==> src/rtl/ifmap_pkg.sv <==
// Shared definitions for the ifmap byte-to-word packer.
// Lane order is LSB-first by default; define IFMAP_PACKER_MSB_FIRST_EN for MSB-first.
package ifmap_pkg;

    localparam int BYTE_W = 8;

    typedef enum logic [0:0] {
        FILL = 1'b0,
        HOLD = 1'b1
    } pack_state_e;

    // Lane that the k-th received byte of a word occupies.
    function automatic int unsigned lane_idx(input int unsigned k, input int unsigned nbytes);
`ifdef IFMAP_PACKER_MSB_FIRST_EN
        return nbytes - 1 - k;
`else
        return (k < nbytes) ? k : 0;
`endif
    endfunction

endpackage

==> src/rtl/ifmap_packer.sv <==
// Serial-to-parallel ifmap packer: 8-bit byte stream in, BUS+1-bit words out.
// Build option: IFMAP_PACKER_MSB_FIRST_EN places the first byte in the top lane.
module ifmap_packer
    import ifmap_pkg::*;
#(
    parameter int BUS = 31
) (
    input  logic                                  clk,
    input  logic                                  rst,
    input  logic                                  in_valid,
    output logic                                  in_ready,
    input  logic [BYTE_W-1:0]                     in_byte,
    input  logic                                  in_last,
    output logic                                  out_valid,
    input  logic                                  out_ready,
    output logic [BUS:0]                          out_word,
    output logic [$clog2((BUS+1)/BYTE_W+1)-1:0]   out_nbytes
);

    localparam int NBYTES = (BUS + 1) / BYTE_W;
    localparam int CNT_W  = $clog2(NBYTES + 1);

    pack_state_e       state_q, state_d;
    logic [CNT_W-1:0]  cnt_q, cnt_d;
    logic [BUS:0]      asm_q, asm_d;
    logic [BUS:0]      out_word_q, out_word_d;
    logic [CNT_W-1:0]  out_nbytes_q, out_nbytes_d;
    logic              out_valid_q, out_valid_d;

    logic              slot_free;
    logic              byte_acc;
    logic              completing;
    int unsigned       lane_sel;
    logic [BUS:0]      merged;

    assign slot_free  = !out_valid_q || out_ready;
    assign byte_acc   = in_valid && (state_q == FILL);
    assign completing = byte_acc && ((cnt_q == CNT_W'(NBYTES - 1)) || in_last);
    assign lane_sel   = lane_idx(32'(cnt_q), NBYTES);

    // Assembly register with the incoming byte dropped into its lane.
    generate
        for (genvar gi = 0; gi < NBYTES; gi++) begin : g_lane
            assign merged[gi*BYTE_W +: BYTE_W] =
                (lane_sel == gi) ? in_byte : asm_q[gi*BYTE_W +: BYTE_W];
        end
    endgenerate

    always_ff @(posedge clk) begin
        if (rst) begin
            state_q <= FILL;
        end else begin
            state_q <= state_d;
        end
    end

    always_comb begin
        state_d = state_q;
        case (state_q)
            FILL: if (completing && !slot_free) state_d = HOLD;
            HOLD: if (slot_free) state_d = FILL;
            default: state_d = FILL;
        endcase
    end

    always_comb begin
        in_ready = (state_q == FILL);
    end

    // In HOLD, cnt_q carries the byte count of the parked word.
    always_comb begin
        cnt_d        = cnt_q;
        asm_d        = asm_q;
        out_word_d   = out_word_q;
        out_nbytes_d = out_nbytes_q;
        out_valid_d  = out_valid_q && !out_ready;
        if (state_q == FILL) begin
            if (byte_acc) begin
                if (completing && slot_free) begin
                    out_word_d   = merged;
                    out_nbytes_d = cnt_q + CNT_W'(1);
                    out_valid_d  = 1'b1;
                    cnt_d        = '0;
                    asm_d        = '0;
                end else begin
                    asm_d = merged;
                    cnt_d = cnt_q + CNT_W'(1);
                end
            end
        end else if (slot_free) begin
            out_word_d   = asm_q;
            out_nbytes_d = cnt_q;
            out_valid_d  = 1'b1;
            cnt_d        = '0;
            asm_d        = '0;
        end
    end

    always_ff @(posedge clk) begin
        if (rst) begin
            cnt_q        <= '0;
            asm_q        <= '0;
            out_word_q   <= '0;
            out_nbytes_q <= '0;
            out_valid_q  <= 1'b0;
        end else begin
            cnt_q        <= cnt_d;
            asm_q        <= asm_d;
            out_word_q   <= out_word_d;
            out_nbytes_q <= out_nbytes_d;
            out_valid_q  <= out_valid_d;
        end
    end

    assign out_word   = out_word_q;
    assign out_nbytes = out_nbytes_q;
    assign out_valid  = out_valid_q;

endmodule

==> config.mk <==
export PLATFORM = sky130hd
export DESIGN_NAME = ifmap_packer
export DESIGN_NICKNAME = d
export VERILOG_FILES = /design/src/rtl/ifmap_pkg.sv /design/src/rtl/ifmap_packer.sv
export SDC_FILE = /design/constraint.sdc
export NUM_CORES = 1
export LEC_CHECK = 0
export ABC_AREA = 1
export ABC_CLOCK_PERIOD_IN_PS = 1950
export CAP_MARGIN = 20
export CELL_PAD_IN_SITES_DETAIL_PLACEMENT = 1
export CELL_PAD_IN_SITES_GLOBAL_PLACEMENT = 1
export CORE_ASPECT_RATIO = 1.75
export CORE_MARGIN = 2
export CORE_UTILIZATION = 38
export CTS_CLUSTER_SIZE = 12
export DETAILED_ROUTE_END_ITERATION = 12
export PLACE_DENSITY = 0.78
export SLEW_MARGIN = 25
export SYNTH_ARGS = -nofsm -noshare
export SYNTH_HDL_FRONTEND = slang
export SYNTH_SLANG_ARGS = --single-unit
==> constraint.sdc <==
create_clock -name clk -period 1.95 [get_ports clk]
set_clock_uncertainty 0.15 [all_clocks]
set_input_delay 0.2925 -clock clk [delete_from_list [all_inputs] [get_ports clk]]
set_output_delay 0.2925 -clock clk [all_outputs]
set_load 0.1 [all_outputs]
==> results of run 1 <==
-- worst reg2reg max path: stages, from the launching register on --
cell and delay [ns]:
sky130_fd_sc_hd__dfxtp_1 0.33, sky130_fd_sc_hd__ha_1 0.16, sky130_fd_sc_hd__ha_2 0.18, sky130_fd_sc_hd__inv_1 0.04
sky130_fd_sc_hd__nand2_1 0.08, sky130_fd_sc_hd__nand3_2 0.12, sky130_fd_sc_hd__nand2_4 0.14, sky130_fd_sc_hd__buf_12 0.16
sky130_fd_sc_hd__buf_12 0.14, sky130_fd_sc_hd__o21ai_1 0.07, sky130_fd_sc_hd__nor2_1 0.14, sky130_fd_sc_hd__nor2_1 0.06
-- stage by stage --
step	setup TNS, ns	setup WS (ns)	instances
after floorplan	0	0.115	549
after global placement	-0.00227	-0.00227	709
after detailed placement	-0.585	-0.0759	709
after CTS	0	0.0396	722
after global routing	-0.0276	-0.00996	728
final	0	0.0748	728
-- registers in the layout, indices dropped and copies added (netlist names) --
register,cells
asm_q,32
out_nbytes,3
state_q,1
out_word,32
out_valid,1
cnt_q,3
-- placed cells by master, fill, tap and decap left out, types with 6 or more instances in the layout --
| master | synthesis | routed |
|---|---|---|
| sky130_fd_sc_hd__a21oi_1 | 39 | 39 |
| sky130_fd_sc_hd__buf_12 | 0 | 33 |
| sky130_fd_sc_hd__buf_4 | 3 | 27 |
| sky130_fd_sc_hd__clkbuf_16 | 0 | 13 |
| sky130_fd_sc_hd__clkdlybuf4s50_1 | 0 | 12 |
| sky130_fd_sc_hd__dfxtp_1 | 72 | 70 |
| sky130_fd_sc_hd__inv_1 | 43 | 42 |
| sky130_fd_sc_hd__nand2_1 | 150 | 148 |
| sky130_fd_sc_hd__nand3_1 | 9 | 8 |
| sky130_fd_sc_hd__nor2_1 | 125 | 125 |
| sky130_fd_sc_hd__nor2_2 | 6 | 6 |
| sky130_fd_sc_hd__o21ai_0 | 59 | 58 |
-- per-layer routing --
layer,GRT usage [%],vias up
met4,10.7,0
met5,0,-
met2,44.2,91
li1,-,1820
met3,4.88,29
met1,23.5,1827
-- worst max path at each step --
stage / from / endpoint / slack (ns)
2_1_floorplan: cnt_q[1] / out_word[10] / 0.12
3_3_place_gp: in_valid / out_word[30] / -0.002
3_5_place_dp: in_valid / out_word[28] / -0.08
4_1_cts: cnt_q[0] / out_word[27] / 0.04
5_1_grt: cnt_q[1] / out_word[25] / -0.01
6_report: cnt_q[1] / out_word[26] / 0.07
-- logic make-up after synthesis --
kind of cell	after synthesis	synth area share [%]
adder cells (fa/ha/maj)	2	0.715
flip-flops	72	41.2
AO/OA/AOI/OAI	101	14.6
XOR/XNOR	1	0.250
AND/OR/NAND/NOR	296	33.7
buffers and inverters	77	9.55
-- power groups by stage --
stage | clock, mW | sequential, mW | combinational (mW)
3_3_place_gp | 0 | 1.65 | 1.08
2_1_floorplan | 0 | 2.03 | 0.331
5_1_grt | 1.59 | 1.64 | 1.23
4_1_cts | 1.54 | 1.63 | 1.11
6_report | 1.51 | 1.63 | 1.16
3_5_place_dp | 0 | 1.66 | 1.10
-- cell type report --
| class | instances | area [um^2] |
|---|---|---|
| Inverter | 46 | 175 |
| Clock inverter | 1 | 5.00 |
| Timing Repair Buffer | 77 | 1090 |
| Multi-Input combinational cell | 400 | 1740 |
| Sequential cell | 72 | 1440 |
| Clock buffer | 12 | 256 |
| Tap cell | 120 | 150 |
| Fill cell | 1188 | 4110 |
-- timing repair --
| action | in CTS | in global routing |
|---|---|---|
| resized for setup | 0 | 9 |
| buffers inserted | 0 | 1 |
| setup endpoints to repair | 0 | 59 |
| hold endpoints to repair | 0 | 0 |
==> run metrics, run 1 <==
die area 10,000 um^2; endpoint of the worst hold path asm_q[24]; Pwr Total about 4.3 mW; critical path, cell by cell ha_1 > ha_2 > inv_1 > nand2_1 > nand3_2 > nand2_4 > buf_12 > buf_12 > o21ai_1 > nor2_1 > nor2_1; area of all placed cells without fillers 4860 um^2; Core Util, Final a little over half; CTS max path bufs 2; type of element launching the critical path flop; maximum vdd drop roughly 0.49 mV; final-layout worst hold slack between 0.3 and 0.4 ns; via count between 3,000 and 4,000; Static Leak around 2.2 nW; status complete, no violations; fraction of power consumed by the clock network 35.1%; Worst R2R End out_word[26]; fraction of synthesized cell area taken by the top area cell type between 40% and 50%; arrival time reported for the critical path endpoint ~2.0 ns; Buf+Inv Stages, Crit Path 3; number of buffer cells added on primary ports just under 50; post-synth top area cell sky130_fd_sc_hd__dfxtp_1; critical path class reg -> reg; # DRC 0; GRT Overall Usage about 23%; Syn Nets between 500 and 600; highest attainable clock frequency about 530 MHz; WP depth 11; Sequential Power Share a little under two fifths; Area growth, synth to finish 39.1%; wire length on met1 around 4.7 mm; number of cells on the worst reg-to-reg path 11; number of top-level pins 50; post-route minimum period 1.88 ns; type of destination of the critical path flop; antenna violations before repair 0; routability congestion estimate from global placement 0.770; largest fanout on the critical path 12; depth of the CTS H-tree 3; most frequently used cell type in the post-synthesis netlist sky130_fd_sc_hd__nand2_1; R2R setup slack roughly 0.075 ns; insertion delay to the later sink of the worst-skew pair roughly 0.34 ns; CP delay by family, top simple AND/OR/NAND/NOR gates; number of buffers inserted during clock tree synthesis 9; commonest cells in the netlist sky130_fd_sc_hd__nand2_1, sky130_fd_sc_hd__nor2_1, sky130_fd_sc_hd__dfxtp_1, sky130_fd_sc_hd__o21ai_0, sky130_fd_sc_hd__inv_1; startpoint of the lowest-slack hold path asm_q[24]; maximum number of pins on one net before global-route repair 61; Initial Util about two fifths; DIE WIDTH approximately 77 um; antenna viol nets, final 0; distinct cell type count of the synthesized netlist 24; Mapped Cells about 550; cell-internal power ~2.8 mW; dominant cells by area after synthesis sky130_fd_sc_hd__dfxtp_1, sky130_fd_sc_hd__nand2_1, sky130_fd_sc_hd__nor2_1; CTS Sinks between 70 and 80; clock transition at the registers of the reported paths 0.05 ns; switching fraction of total power between 30% and 40%; worst relative slew slack between 70% and 80%; met2 routed WL 6.69 mm; kind of path behind the tightest hold check reg -> reg; clk root buf sky130_fd_sc_hd__clkbuf_16; flops & latches, synth 72; WP data required 2.03 ns; detailed-route wire length per cell 16.8 um; final max-slew violation count 0; EDFF count, synth 0; first-pass GRT wire length 18.1 mm; total power density per cell area between 800 and 900 nW/um^2; Tightest Pin Transition approximately 0.37 ns; net switching power of the design approximately 1.5 mW; number of warnings issued by yosys 0; via/cell ratio 5.17; Remaining Overflow, GRT 0; total placed instance area 4460 um^2; Syn Std Cell Area 3500 um^2; ratio of final minimum period to clock period a little over nine tenths; Ant. Diodes 0; reg2reg start cnt_q[1]; async set-or-reset flop fraction in the synthesized netlist 0%; hold-fix buffer count after cts 0; final wirelength about 12 mm; vias in the first global route around 3,900; number of cell rows 46; highest layer used for signal routing met4; Crit-path slowest cell sky130_fd_sc_hd__dfxtp_1; combinational group share of total power between 20 and 30%; maximum capacitance violations 0; area inside the core boundary ~9000 um^2; ys flop type sky130_fd_sc_hd__dfxtp_1; Worst Hold Depth 2; Final Hold Vio Count 0; Post-Syn Area per Cell approximately 6.4 um^2; clock tree from TritonCTS yes; Final #Nets slightly above 600; hpwl dp around 7.5 mm; met3 wire len around 420 um; number of detailed-route iterations in the first pass 4; Die Height 131 um; portion of the post-synthesis area used by sequential elements 41.2%; fraction of final layout cells with drive strength greater than 1 ~16%; DRC violation total after the first TritonRoute iteration roughly 140; final-report setup violation count 0; critical path's largest stage delay 0.33 ns
Note: power is estimated with default switching activity, not from simulation.
==> run 2: changes to the inputs <==
Settings changed: CORE_MARGIN 2 to unset.
==> run 2 against run 1 <==
Compared with the run above: hold slack hardly changed; maximum frequency is 2.0% higher; clock-buffer cell count stayed put; wire length is 8.2% lower; global-route usage is 1.8 points higher; power is 1.4% lower; die area is 4.1% lower; combinational power is 3% lower; core utilization is 1.1 points lower; worst setup slack better by 0.036 ns; final cell count is 0.82% lower.
==> run metrics, run 2 (synthesis gave the netlist of run 1 again) <==
status complete, no violations; clock tree from TritonCTS yes; vias in the first global route roughly 3,900; fraction of final layout cells with drive strength greater than 1 between 10% and 20%; final-report setup violation count 0; hold-fix buffer count after cts 0; CTS Sinks 72; Most Frequent Cell on Critical Path sky130_fd_sc_hd__nand2_1; maximum vdd drop approximately 0.65 mV; Static Leak ~2.1 nW; number of detailed-route iterations in the first pass 4; Final #Nets just over 600; number of buffers inserted during clock tree synthesis 9; most frequent cells in the layout sky130_fd_sc_hd__nand2_1, sky130_fd_sc_hd__nor2_1, sky130_fd_sc_hd__dfxtp_1, sky130_fd_sc_hd__o21ai_0, sky130_fd_sc_hd__inv_1; Tightest Pin Transition roughly 0.36 ns; number of cell rows 46; final wirelength between 10 and 15 mm; Post-CTS Setup Bufs 0; Area growth, synth to finish 36.4%; WP data required 2.07 ns; largest fanout on the critical path 5; ratio of final minimum period to clock period a little over nine tenths; CTS max path bufs 2; antenna violations before repair 0; cell-internal power around 2.8 mW; combinational group share of total power 26.4%; type of element launching the critical path flop; GRT Overall Usage around 25%; Worst Hold Depth 2; Initial Util 38.9%; DIE WIDTH 74.5 um; Ant. Diodes 0; number of top-level pins 50; kind of path behind the tightest hold check reg -> reg; insertion delay to the later sink of the worst-skew pair between 0.3 and 0.4 ns; critical path, cell by cell ha_1 > ha_1 > inv_1 > nand2_1 > nand3_2 > buf_4 > nand2_1 > inv_4 > clkbuf_16 > nand2_1 > a21oi_1; switching fraction of total power roughly a third; number of gates resized after cts 0; antenna viol nets, final 0; Filler Cell Count 1,198; DRC violation total after the first TritonRoute iteration about 200; via/cell ratio approximately 5; net switching power of the design 1.42 mW; depth of the CTS H-tree 3; Remaining Overflow, GRT 0; Sequential Power Share a little under two fifths; first-pass GRT wire length 17.9 mm; critical path class reg -> reg; worst relative slew slack 75.9%; die area ~9600 um^2; Pwr Total 4.24 mW; critical path's largest stage delay 0.32 ns; maximum capacitance violations 0; post-route minimum period 1.84 ns; Core Util, Final between 50% and 60%; highest attainable clock frequency around 540 MHz; Final Hold Vio Count 0; clock transition at the registers of the reported paths approximately 0.050 ns; type of destination of the critical path flop; # DRC 0; number of cells on the worst reg-to-reg path 11; maximum number of pins on one net before global-route repair 61; final max-slew violation count 0; number of buffer cells added on primary ports 49; detailed-route wire length per cell between 15 and 20 um; routability congestion estimate from global placement approximately 0.80; via count 3,629; area inside the core boundary between 8000 and 9000 um^2; total power density per cell area ~900 nW/um^2; clk root buf sky130_fd_sc_hd__clkbuf_16; fraction of power consumed by the clock network 35.3%; most common cell after layout, fill and taps aside sky130_fd_sc_hd__nand2_1; Die Height approximately 130 um; arrival time reported for the critical path endpoint between 1.5 and 2 ns; hpwl dp between 7 and 8 mm; Crit-path slowest cell sky130_fd_sc_hd__dfxtp_1
==> run 2: cell types whose count changed in the layout (fill, tap and decap cells not counted), moves of 3 or more <==
cell and delta:
sky130_fd_sc_hd__buf_4 -4, sky130_fd_sc_hd__buf_12 -3, sky130_fd_sc_hd__o21ai_1 +5, sky130_fd_sc_hd__o21ai_0 -5
==> run 2: final timing paths <==
path,startpoint,end,slack [ns]
min reg2reg,asm_q[28],asm_q[28],0.31
max reg2reg,cnt_q[0],asm_q[26],0.11
max,cnt_q[0],asm_q[26],0.11
min,asm_q[28],asm_q[28],0.31
==> run 2: final cells by class <==
class | count | area, um^2 | area share (%)
multi-input cells | 400 | 1730 | 36.3
flip-flops and latches | 72 | 1440 | 30.3
repair buffers | 71 | 1010 | 21.1
clock buffers | 12 | 256 | 5.38
inverters | 46 | 175 | 3.67
well taps | 120 | 150 | 3.15
clock inverters | 1 | 5.00 | 0.105
==> run 2: per-stage QoR <==
step	TNS (ns)	setup WS, ns	instances	hold WS [ns]	area [um^2]
4_1_cts	0	0.0365	719	0.315	4660
5_1_grt	-0.0101	-0.0101	722	0.336	4770
2_1_floorplan	0	0.115	549	0.294	3500
3_5_place_dp	-0.405	-0.0475	706	0.306	4400
6_report	0	0.111	722	0.313	4770
3_3_place_gp	-0.0168	-0.00934	706	0.300	4400
==> run 2: metal layers <==
layer / global-route usage, % / up-vias / routed length, um
li1: - / 1803 / -
met1: 26.3 / 1749 / 4510
met2: 45.2 / 55 / 6100
met3: 4.62 / 22 / 270
met4: 11.9 / 0 / 314
met5: 0 / - / 0
==> run 2: power groups by stage <==
stage	clock network [mW]	registers, mW	logic, mW
after global routing	1.58	1.64	1.19
after global placement	0	1.65	1.06
after CTS	1.53	1.62	1.09
after floorplan	0	2.03	0.331
final	1.50	1.62	1.12
after detailed placement	0	1.65	1.09
==> run 2: worst max-delay path: cells and delay by family (launching register included) <==
family / cells / cell delay [ns]
flops: 1 / 0.32
simple gates: 4 / 0.33
compound gates: 1 / 0.14
fa+ha+maj: 2 / 0.38
buf+inv: 4 / 0.47
